--- src/rtl/firebird7_in_gate1_tessent_data_mux_pkg.sv ---
// Shared types and constants for the firebird7 IJTAG data override mux.
// Holds the per-channel state encoding, the hold counter width and the
// legal HOLD_CYCLES window.
package firebird7_in_gate1_tessent_data_mux_pkg;

  // Width of the per-channel hold counter.
  localparam int CNT_W = 4;

  // Legal HOLD_CYCLES window: at least one frozen cycle, at most what the counter can load.
  localparam int HOLD_CYCLES_MIN = 1;
  localparam int HOLD_CYCLES_MAX = (1 << CNT_W) - 1;

  // Per-channel switchover state.
  typedef enum logic [1:0] {
    FUNC       = 2'd0,
    HOLD_TO_IJ = 2'd1,
    IJTAG      = 2'd2,
    HOLD_TO_FN = 2'd3
  } mux_state_t;

  // True when a requested hold length fits the counter and is non-zero.
  function automatic bit hold_cycles_ok(input int hold_cycles);
    return (hold_cycles >= HOLD_CYCLES_MIN) && (hold_cycles <= HOLD_CYCLES_MAX);
  endfunction

endpackage

--- src/rtl/firebird7_in_gate1_tessent_data_mux_sync_ch.sv ---
// One channel of the firebird7 IJTAG data override mux.
// Owns the switchover FSM, the hold counter, the frozen hold value and the
// shadow register that carries the IJTAG override value.
module firebird7_in_gate1_tessent_data_mux_sync_ch
  import firebird7_in_gate1_tessent_data_mux_pkg::*;
#(
  parameter int WIDTH       = 3,
  parameter int HOLD_CYCLES = 2
) (
  input  logic             ijtag_tck,
  input  logic             ijtag_reset,
  input  logic             select,
  input  logic             update_en,
  input  logic             block_select,
  input  logic [WIDTH-1:0] ijtag_data,
  input  logic [WIDTH-1:0] functional_data,
  output logic [WIDTH-1:0] data_out,
  output logic             switch_busy,
  output logic             active_sel
);

  // Counter load value: the hold state is left on the edge after cnt reaches
  // zero, giving HOLD_CYCLES frozen cycles.
  localparam logic [CNT_W-1:0] HOLD_LOAD = CNT_W'(HOLD_CYCLES - 1);

  mux_state_t       state_reg;
  logic [CNT_W-1:0] cnt_reg;
  logic [WIDTH-1:0] hold_reg;
  logic [WIDTH-1:0] shadow_reg;

  // Shadow load plus the hold-and-switch sequencer; reset wins over everything.
  always_ff @(posedge ijtag_tck) begin
    if (ijtag_reset) begin
      state_reg  <= FUNC;
      cnt_reg    <= '0;
      hold_reg   <= '0;
      shadow_reg <= '0;
    end else begin
      if (update_en) begin
        shadow_reg <= ijtag_data;
      end
      case (state_reg)
        FUNC: begin
          if (select && !block_select) begin
            state_reg <= HOLD_TO_IJ;
            hold_reg  <= functional_data;
            cnt_reg   <= HOLD_LOAD;
          end
        end
        HOLD_TO_IJ: begin
          if (!select) begin
            state_reg <= FUNC;
          end else if (cnt_reg == '0) begin
            state_reg <= IJTAG;
          end else begin
            cnt_reg <= cnt_reg - 1'b1;
          end
        end
        IJTAG: begin
          if (!select) begin
            state_reg <= HOLD_TO_FN;
            hold_reg  <= shadow_reg;
            cnt_reg   <= HOLD_LOAD;
          end
        end
        HOLD_TO_FN: begin
          if (select) begin
            state_reg <= IJTAG;
          end else if (cnt_reg == '0) begin
            state_reg <= FUNC;
          end else begin
            cnt_reg <= cnt_reg - 1'b1;
          end
        end
        default: begin
          state_reg <= FUNC;
        end
      endcase
    end
  end

  // Output source select; functional path is zero-latency in FUNC.
  always_comb begin
    data_out = functional_data;
    case (state_reg)
      FUNC:       data_out = functional_data;
      IJTAG:      data_out = shadow_reg;
      HOLD_TO_IJ: data_out = hold_reg;
      HOLD_TO_FN: data_out = hold_reg;
      default:    data_out = functional_data;
    endcase
  end

  // Status flags decoded straight from the state register.
  always_comb begin
    switch_busy = (state_reg == HOLD_TO_IJ) || (state_reg == HOLD_TO_FN);
    active_sel  = (state_reg == IJTAG);
  end

endmodule

--- src/rtl/firebird7_in_gate1_tessent_data_mux_sync.sv ---
// firebird7 multi-channel IJTAG data override mux (clocked).
// Generates NUM_CH independent channels and owns the functional capture
// register used for IJTAG readback.
// Optional build macro FIREBIRD7_DATA_MUX_PARITY_EN adds even-parity checking
// of override data with a sticky per-channel error that locks the channel
// onto its functional source.
module firebird7_in_gate1_tessent_data_mux_sync
  import firebird7_in_gate1_tessent_data_mux_pkg::*;
#(
  parameter int WIDTH       = 3,
  parameter int NUM_CH      = 1,
  parameter int HOLD_CYCLES = 2
) (
  input  logic                    ijtag_tck,
  input  logic                    ijtag_reset,
  input  logic [NUM_CH-1:0]       ijtag_select,
  input  logic                    ijtag_update_en,
  input  logic                    ijtag_capture_en,
  input  logic [NUM_CH*WIDTH-1:0] ijtag_data_in,
  input  logic [NUM_CH*WIDTH-1:0] functional_data_in,
`ifdef FIREBIRD7_DATA_MUX_PARITY_EN
  input  logic [NUM_CH-1:0]       ijtag_parity_in,
  output logic [NUM_CH-1:0]       parity_err,
`endif
  output logic [NUM_CH*WIDTH-1:0] data_out,
  output logic [NUM_CH*WIDTH-1:0] capture_data_out,
  output logic [NUM_CH-1:0]       switch_busy,
  output logic [NUM_CH-1:0]       active_sel
);

  // Reject hold lengths the 4-bit counter cannot represent.
  if (!hold_cycles_ok(HOLD_CYCLES)) begin : g_bad_hold
    $error("HOLD_CYCLES=%0d outside legal range %0d..%0d",
           HOLD_CYCLES, HOLD_CYCLES_MIN, HOLD_CYCLES_MAX);
  end

  logic [NUM_CH*WIDTH-1:0] capture_reg;
  logic [NUM_CH-1:0]       block_sel;

`ifdef FIREBIRD7_DATA_MUX_PARITY_EN
  logic [NUM_CH-1:0] parity_err_reg;

  // Sticky parity error: an update whose data parity disagrees with the
  // supplied even-parity bit flags that channel until reset.
  always_ff @(posedge ijtag_tck) begin
    if (ijtag_reset) begin
      parity_err_reg <= '0;
    end else if (ijtag_update_en) begin
      for (int c = 0; c < NUM_CH; c++) begin
        if ((^ijtag_data_in[c*WIDTH +: WIDTH]) != ijtag_parity_in[c]) begin
          parity_err_reg[c] <= 1'b1;
        end
      end
    end
  end

  assign parity_err = parity_err_reg;
  assign block_sel  = parity_err_reg;
`else
  assign block_sel = '0;
`endif

  // Functional snapshot for readback, independent of any channel state.
  always_ff @(posedge ijtag_tck) begin
    if (ijtag_reset) begin
      capture_reg <= '0;
    end else if (ijtag_capture_en) begin
      capture_reg <= functional_data_in;
    end
  end

  assign capture_data_out = capture_reg;

  for (genvar gi = 0; gi < NUM_CH; gi++) begin : g_ch
    firebird7_in_gate1_tessent_data_mux_sync_ch #(
      .WIDTH       (WIDTH),
      .HOLD_CYCLES (HOLD_CYCLES)
    ) u_ch (
      .ijtag_tck       (ijtag_tck),
      .ijtag_reset     (ijtag_reset),
      .select          (ijtag_select[gi]),
      .update_en       (ijtag_update_en),
      .block_select    (block_sel[gi]),
      .ijtag_data      (ijtag_data_in[gi*WIDTH +: WIDTH]),
      .functional_data (functional_data_in[gi*WIDTH +: WIDTH]),
      .data_out        (data_out[gi*WIDTH +: WIDTH]),
      .switch_busy     (switch_busy[gi]),
      .active_sel      (active_sel[gi])
    );
  end

endmodule

--- config.mk ---
export PLATFORM = sky130hd
export DESIGN_NAME = firebird7_in_gate1_tessent_data_mux_sync
export DESIGN_NICKNAME = d
export VERILOG_FILES = /design/src/rtl/firebird7_in_gate1_tessent_data_mux_pkg.sv /design/src/rtl/firebird7_in_gate1_tessent_data_mux_sync_ch.sv /design/src/rtl/firebird7_in_gate1_tessent_data_mux_sync.sv
export SDC_FILE = /design/constraint.sdc
export NUM_CORES = 1
export LEC_CHECK = 0
export BUFFER_PORTS_ARGS = -buffer_cell sky130_fd_sc_hd__buf_4
export CELL_PAD_IN_SITES_DETAIL_PLACEMENT = 1
export CELL_PAD_IN_SITES_GLOBAL_PLACEMENT = 1
export CORE_MARGIN = 5
export CORE_UTILIZATION = 37
export CTS_CLUSTER_SIZE = 24
export DETAILED_ROUTE_END_ITERATION = 12
export PLACE_DENSITY_LB_ADDON = 0.1
export SLEW_MARGIN = 20
export SYNTH_ARGS = -nofsm -noshare
export SYNTH_HDL_FRONTEND = slang
export SYNTH_SLANG_ARGS = --single-unit
--- constraint.sdc ---
create_clock -name ijtag_tck -period 1.92 [get_ports ijtag_tck]
set_input_delay 0.192 -clock ijtag_tck [delete_from_list [all_inputs] [get_ports ijtag_tck]]
set_output_delay 0.192 -clock ijtag_tck [all_outputs]
set_load 0.01 [all_outputs]
# After elaboration in Yosys (flattened, before gate mapping)
# Cells that the tools add are included.
# W data, S select, Z words.
# totals
elab_cells,40
mem_bits_ro,0
inputBits,11
mem_bits_rw,0
latch_bits,0
reg_bits,15
output_inout_bits,8
memories,0
# classes
shift,0
addsub,1
magnitude_cmp,0
eq_ne,9
multipliers,0
n_div,0
bitwise,0
n_reduce_logical,8
mux,17
# ops
operator,n
$mux W4,5
$pmux W4 S4,1
$mux W2,6
$pmux W3 S3,1
$ne A2 B2 Y1 const B,4
$pmux W2 S4,1
$reduce_and A4 Y1,2
$mux W3,2
$ne A3 B2 Y1 const B,2
$pmux W3 S2,1
$eq A2 B2 Y1 const B,2
$logic_not A4 Y1,1
$sub A4 B1 Y4 const B,1
$reduce_and A3 Y1,1
$eq A2 B1 Y1 const B,1
$logic_not A2 Y1,1
$reduce_bool A2 Y1,1
$reduce_or A2 Y1,1
$logic_or A1 B1 Y1,1

# Longest topological paths before layout
# depth
word_depth,4
depth_mapped,5
ltp_nobuf,5

# Cells and area by module
# Synthesis repeated with hierarchy kept, for this count alone.
# unflattened
cells_unflattened,88
area_unflattened_um2,770.7
# modules_own_cells
mod,cells_each,instances,seq_area_each_um2,area_per_inst_um2
firebird7_in_gate1_tessent_data_mux_sync_ch,78,1,240.2,665.6
firebird7_in_gate1_tessent_data_mux_sync,10,1,60.1,105.1

# Worst setup path before layout
# Ideal clock, no wire load.
# synth_path
path_type,flip-flop to flip-flop
from,reg g_ch[0].u_ch.cnt_reg[0]
to,reg g_ch[0].u_ch.cnt_reg[1]
stages_incl_launch_ff,6
n_path_buf,0
setup_slack_ns,0.446
required_ns,1.849
synth_period_minus_slack_ns,1.474
setup_ns,0.071
t_arrival_ns,1.403
path_cell_list,dfxtp_1 inv_1 ha_1 and4bb_4 or4_1 a21oi_1
# synth_between
elab_chain_len,4
word_cells_on_any_way,6
cone_classes,add/sub: 1; mux: 4; reduce/logical: 1
# synth_lines
element,line,source
start: declaration,firebird7_in_gate1_tessent_data_mux_sync_ch.sv:27,logic [CNT_W-1:0] cnt_reg;
start signal: assignment,firebird7_in_gate1_tessent_data_mux_sync_ch.sv:56,cnt_reg <= cnt_reg - 1'b1;
start signal: assignment,firebird7_in_gate1_tessent_data_mux_sync_ch.sv:72,cnt_reg <= cnt_reg - 1'b1;
$sub A4 B1 Y4 / $logic_not A4 Y1 (equally long branches),--,
$mux W4 *,"firebird7_in_gate1_tessent_data_mux_sync_ch.sv:53, firebird7_in_gate1_tessent_data_mux_sync_ch.sv:69",
$mux W4 (on tied branches),"firebird7_in_gate1_tessent_data_mux_sync_ch.sv:67, firebird7_in_gate1_tessent_data_mux_sync_ch.sv:51",
$pmux W4 S4 *,firebird7_in_gate1_tessent_data_mux_sync_ch.sv:42,case (state_reg)
# Mark *: on every way between the ends. The rest lies on a longest branch, timed or not. The select of a mux whose other input is x is not followed.
# A chain may end at the register's enable or synchronous reset.

# Worst setup path in the final report
# Ends and elaborated chain as after synthesis.

==> impl_summary.md <==
GRT
The met3 demand-to-capacity share in global routing is 4.196%. The met1 track demand over resource is 16.48%. The total global-route track usage is 13.15%. The via count of the first global-routing pass is 706. The number of antenna violations at the first check in global routing is 0.

Entering global routing, the biggest net connects 16 pins. The first-pass GRT wire length is 3201 µm. In this run the most used layer during global routing was met2. The routing usage on met2 is 20.27%. The total overflow reported by the global router is 0.

Route
The number of detailed-routing iterations run before antenna repair is 4. The wire length per cell after detailed routing is 14.50 µm. The number of nets with antenna violations after routing is 0. For this block, the routed nets add up to 1914 µm of wire.

In the routed layout, each cell is associated on average with a via count of 5.311. The detailed router finished its first iteration with 11 violations. For this run, design rule violations remaining after detail routing come to 0. For this block, the via count after detailed routing is 701.

Timing
After routing, the total negative slack on setup checks comes to 0 ns. The final-report max-slew violation count was 0. The count of final hold-check violations came to 0. The setup skew after layout is 0.0006962 ns. Static timing analysis puts the maximum clock frequency at 624.9 MHz. The worst setup slack after layout is 0.3197 ns. For the pin with the worst max-slew slack, the measured transition is 0.5239 ns.

Headroom to the max-slew limit came out at 64.95%. Setup repair after global routing left no endpoint under its margin. The shortest period the worst path allows is 1.600 ns. In the finished design, the share of the clock period the worst path needs comes to 83.35%.

Setup violations remaining at the end of the flow were counted as 0.

Cells and area
The post-route netlist has 25.71% of its cells at a drive strength greater than 1. The most common cell after layout, fill and taps aside is sky130_fd_sc_hd__buf_4. The sequential cell area is 300.3 µm². Fill cells in the final layout number 264. The register with the most flip-flops in the layout has 4 of them. The multi-input combinational cells in the finished layout cover a total of 424.2 µm². The area of all placed cells without fillers is 945.9 µm². The synthesis-to-finish area growth is 24.55%. After the last flow step, the layout net total stands at 119. The number of antenna diodes in the final layout is 0.

The library cells used most frequently in the layout, excluding fill and tap cells, are sky130_fd_sc_hd__buf_4, sky130_fd_sc_hd__dfxtp_1, sky130_fd_sc_hd__mux2i_1, sky130_fd_sc_hd__nor2_1, sky130_fd_sc_hd__a21oi_1.

Synthesis
Sorting the synthesized cells by area gives the leading types as sky130_fd_sc_hd__dfxtp_1, sky130_fd_sc_hd__mux2i_1, sky130_fd_sc_hd__a21oi_1. The share of the Yosys chip area taken by registers is 39.54%. The post-synthesis cell area is 759.5 µm². The synthesized net count is 99. The average footprint of a synthesized cell is 8.831 µm². The library cell occupying the most area in the post-synthesis netlist is sky130_fd_sc_hd__dfxtp_1. The cell count after synthesis came out at 86. Synthesis inferred 15 register bits. The yosys synthesis warning count is 0. The distinct cell type count of the synthesized netlist is 26. The top cell type's share of synthesized area is 39.54%.

Critical path
The worst setup path is captured at a flip-flop. Among all stages on the critical path, the largest delay is contributed by sky130_fd_sc_hd__or4_1. The worst-case register-to-register setup slack is 0.32 ns. Among cell families on the critical path, the largest total delay comes from simple AND/OR/NAND/NOR gates. The worst-case reg-to-reg path depth is 5. The terminus of the critical flop-to-flop path is g_ch[0].u_ch.cnt_reg[1]. Data on the critical path is required at its endpoint by 2.14 ns. The combined buffer and inverter count along the critical path is 1.

The end point of the critical path is g_ch[0].u_ch.cnt_reg[1]. The startpoint of the worst setup timing path is g_ch[0].u_ch.cnt_reg[0]. The biggest fanout along the worst timing path is 5.

The kind of start point of the critical path is a flip-flop. The signal on the critical path passes through inv_1 -> ha_1 -> and4bb_4 -> or4_1 -> a21oi_1. Data arrives at the worst endpoint at 1.82 ns. In this run the number of cells on the critical path is 5. The source of the worst register-to-register timing path is g_ch[0].u_ch.cnt_reg[0]. The critical path is of the reg -> reg type. The peak per-stage delay on the critical path is 0.48 ns.

Pwr
VDD sags by at most 0.4210 mV. The power per cell area is 755.3 nW/µm². In this run the static leakage power is 0.4019 nW.

Status
The flow ran to the end, and the final reports show no timing, DRC or antenna violations.

Placement
Detailed placement finished with a half-perimeter wire length of 1468 µm. Before CTS, the worst setup slack after placement is 0.3361 ns. The number of input and output port buffers inserted is 18. The congestion estimate from routability-driven global placement came to 0.7463. The placement-stage cell area is 919.6 µm².

Clock tree
The clock buffer count from CTS is 3. CTS built an H-tree with a depth of 1. The maximum count of clock buffers along a single path is 2.

The total clock sinks is 15. CTS placed an instance of sky130_fd_sc_hd__clkbuf_4 at the clock tree root. TritonCTS built the clock tree. At the later pin of the worst-skew pair, clock insertion delay measures 0.28 ns.

The quantity of hold-fixing buffers added after cts is 0. Post-CTS timing repair inserted 0 buffers for setup. Clock-pin slew was measured on the worst setup and hold paths at 0.09 ns. Once the clock tree was built, the resizer swapped 0 gates to a different size.

Floorplanning
The width of the die is 55.31 µm. The core region is 1962 µm². The floorplan die height is 55.31 µm. The overall die area is 3059 µm².

The total I/O pin count is 19. The floorplan has 16 rows. The initial utilization of the core area, before any placement, comes to 38.71%.

Hold path
The class of the tightest hold or removal check is in -> reg.

Job
Max-cap violations in this run came to 0.
## cell usage after synthesis (all sizes together)
cell type	number
nor4	2
o31a	1
nand4	2
nand4bb	1
a211oi	3
nor3b	3
mux2i	9
nor2	9
ha	2
and4bb	1
o21ai	6
buf	2
a21oi	8
dfxtp	15
or4	1
nor2b	2
xnor2	1
nor3	2
xor2	1
nand2	5
and2b	1
inv	3
clkbuf	3
a21o	3
## where the power goes
| part | switching, mW | total, mW | internal [mW] |
|---|---|---|---|
| sequential | 0.0202 | 0.357 | 0.336 |
| combinational | 0.0916 | 0.180 | 0.0885 |
| clock | 0.0972 | 0.178 | 0.0806 |
| total | 0.209 | 0.714 | 0.505 |
## cells by family after synthesis
group,Yosys count,share of synthesized area [%]
AND/OR/NAND/NOR,29,21.91
AO/OA/AOI/OAI,21,16.47
flip-flops,15,39.54
multiplexers,9,11.86
buffers and inverters,8,4.612
XOR/XNOR,2,2.307
adder cells (fa/ha/maj),2,3.294
## worst register-to-register path: cells and delay by family, from the launching register on
family | cells | cell delay [ns]
AO/OA/AOI/OAI | 1 | 0.15
adder cells (fa/ha/maj) | 1 | 0.21
flip-flops | 1 | 0.38
AND/OR/NAND/NOR | 2 | 0.70
buffers and inverters | 1 | 0.09
## layer usage
layer  share of wire, %  vias to the layer above  routed length (µm)
met4               0.78                        0                  15
met2                 46                       13                 886
met5                  0                        -                   0
met1                 48                      341                 910
li1                   -                      345                   -
met3                5.3                        2                 102
## through the flow
stage | power (mW) | util [%] | hold slack [ns] | std cells
floorplan | 0.4704 | - | 0.2648 | 86
global placement | 0.5383 | 46.88 | 0.4252 | 128
detailed placement | 0.5450 | 46.88 | 0.4363 | 128
CTS | 0.7280 | 48.21 | 0.1381 | 132
global route | 0.7682 | 48.21 | 0.1402 | 132
finish | 0.7145 | 48.21 | 0.1424 | 132
## final cells by class
class	count	share of cell area (%)
inverters	3	1.190
flip-flops and latches	15	31.75
clock buffers	4	2.778
repair buffers	20	15.87
multi-input cells	63	44.84
well taps	27	3.571
## worst min path at each step
stage / startpoint / end / cells past startpoint
floorplan: ijtag_reset / g_ch[0].u_ch.hold_reg[0] / 1
global placement: ijtag_data_in[1] / g_ch[0].u_ch.shadow_reg[1] / 3
detailed placement: ijtag_data_in[0] / g_ch[0].u_ch.shadow_reg[0] / 3
CTS: ijtag_data_in[0] / g_ch[0].u_ch.shadow_reg[0] / 3
global route: ijtag_data_in[2] / g_ch[0].u_ch.shadow_reg[2] / 3
finish: ijtag_data_in[0] / g_ch[0].u_ch.shadow_reg[0] / 3
No activity file was read; power rests on OpenSTA's default activity.
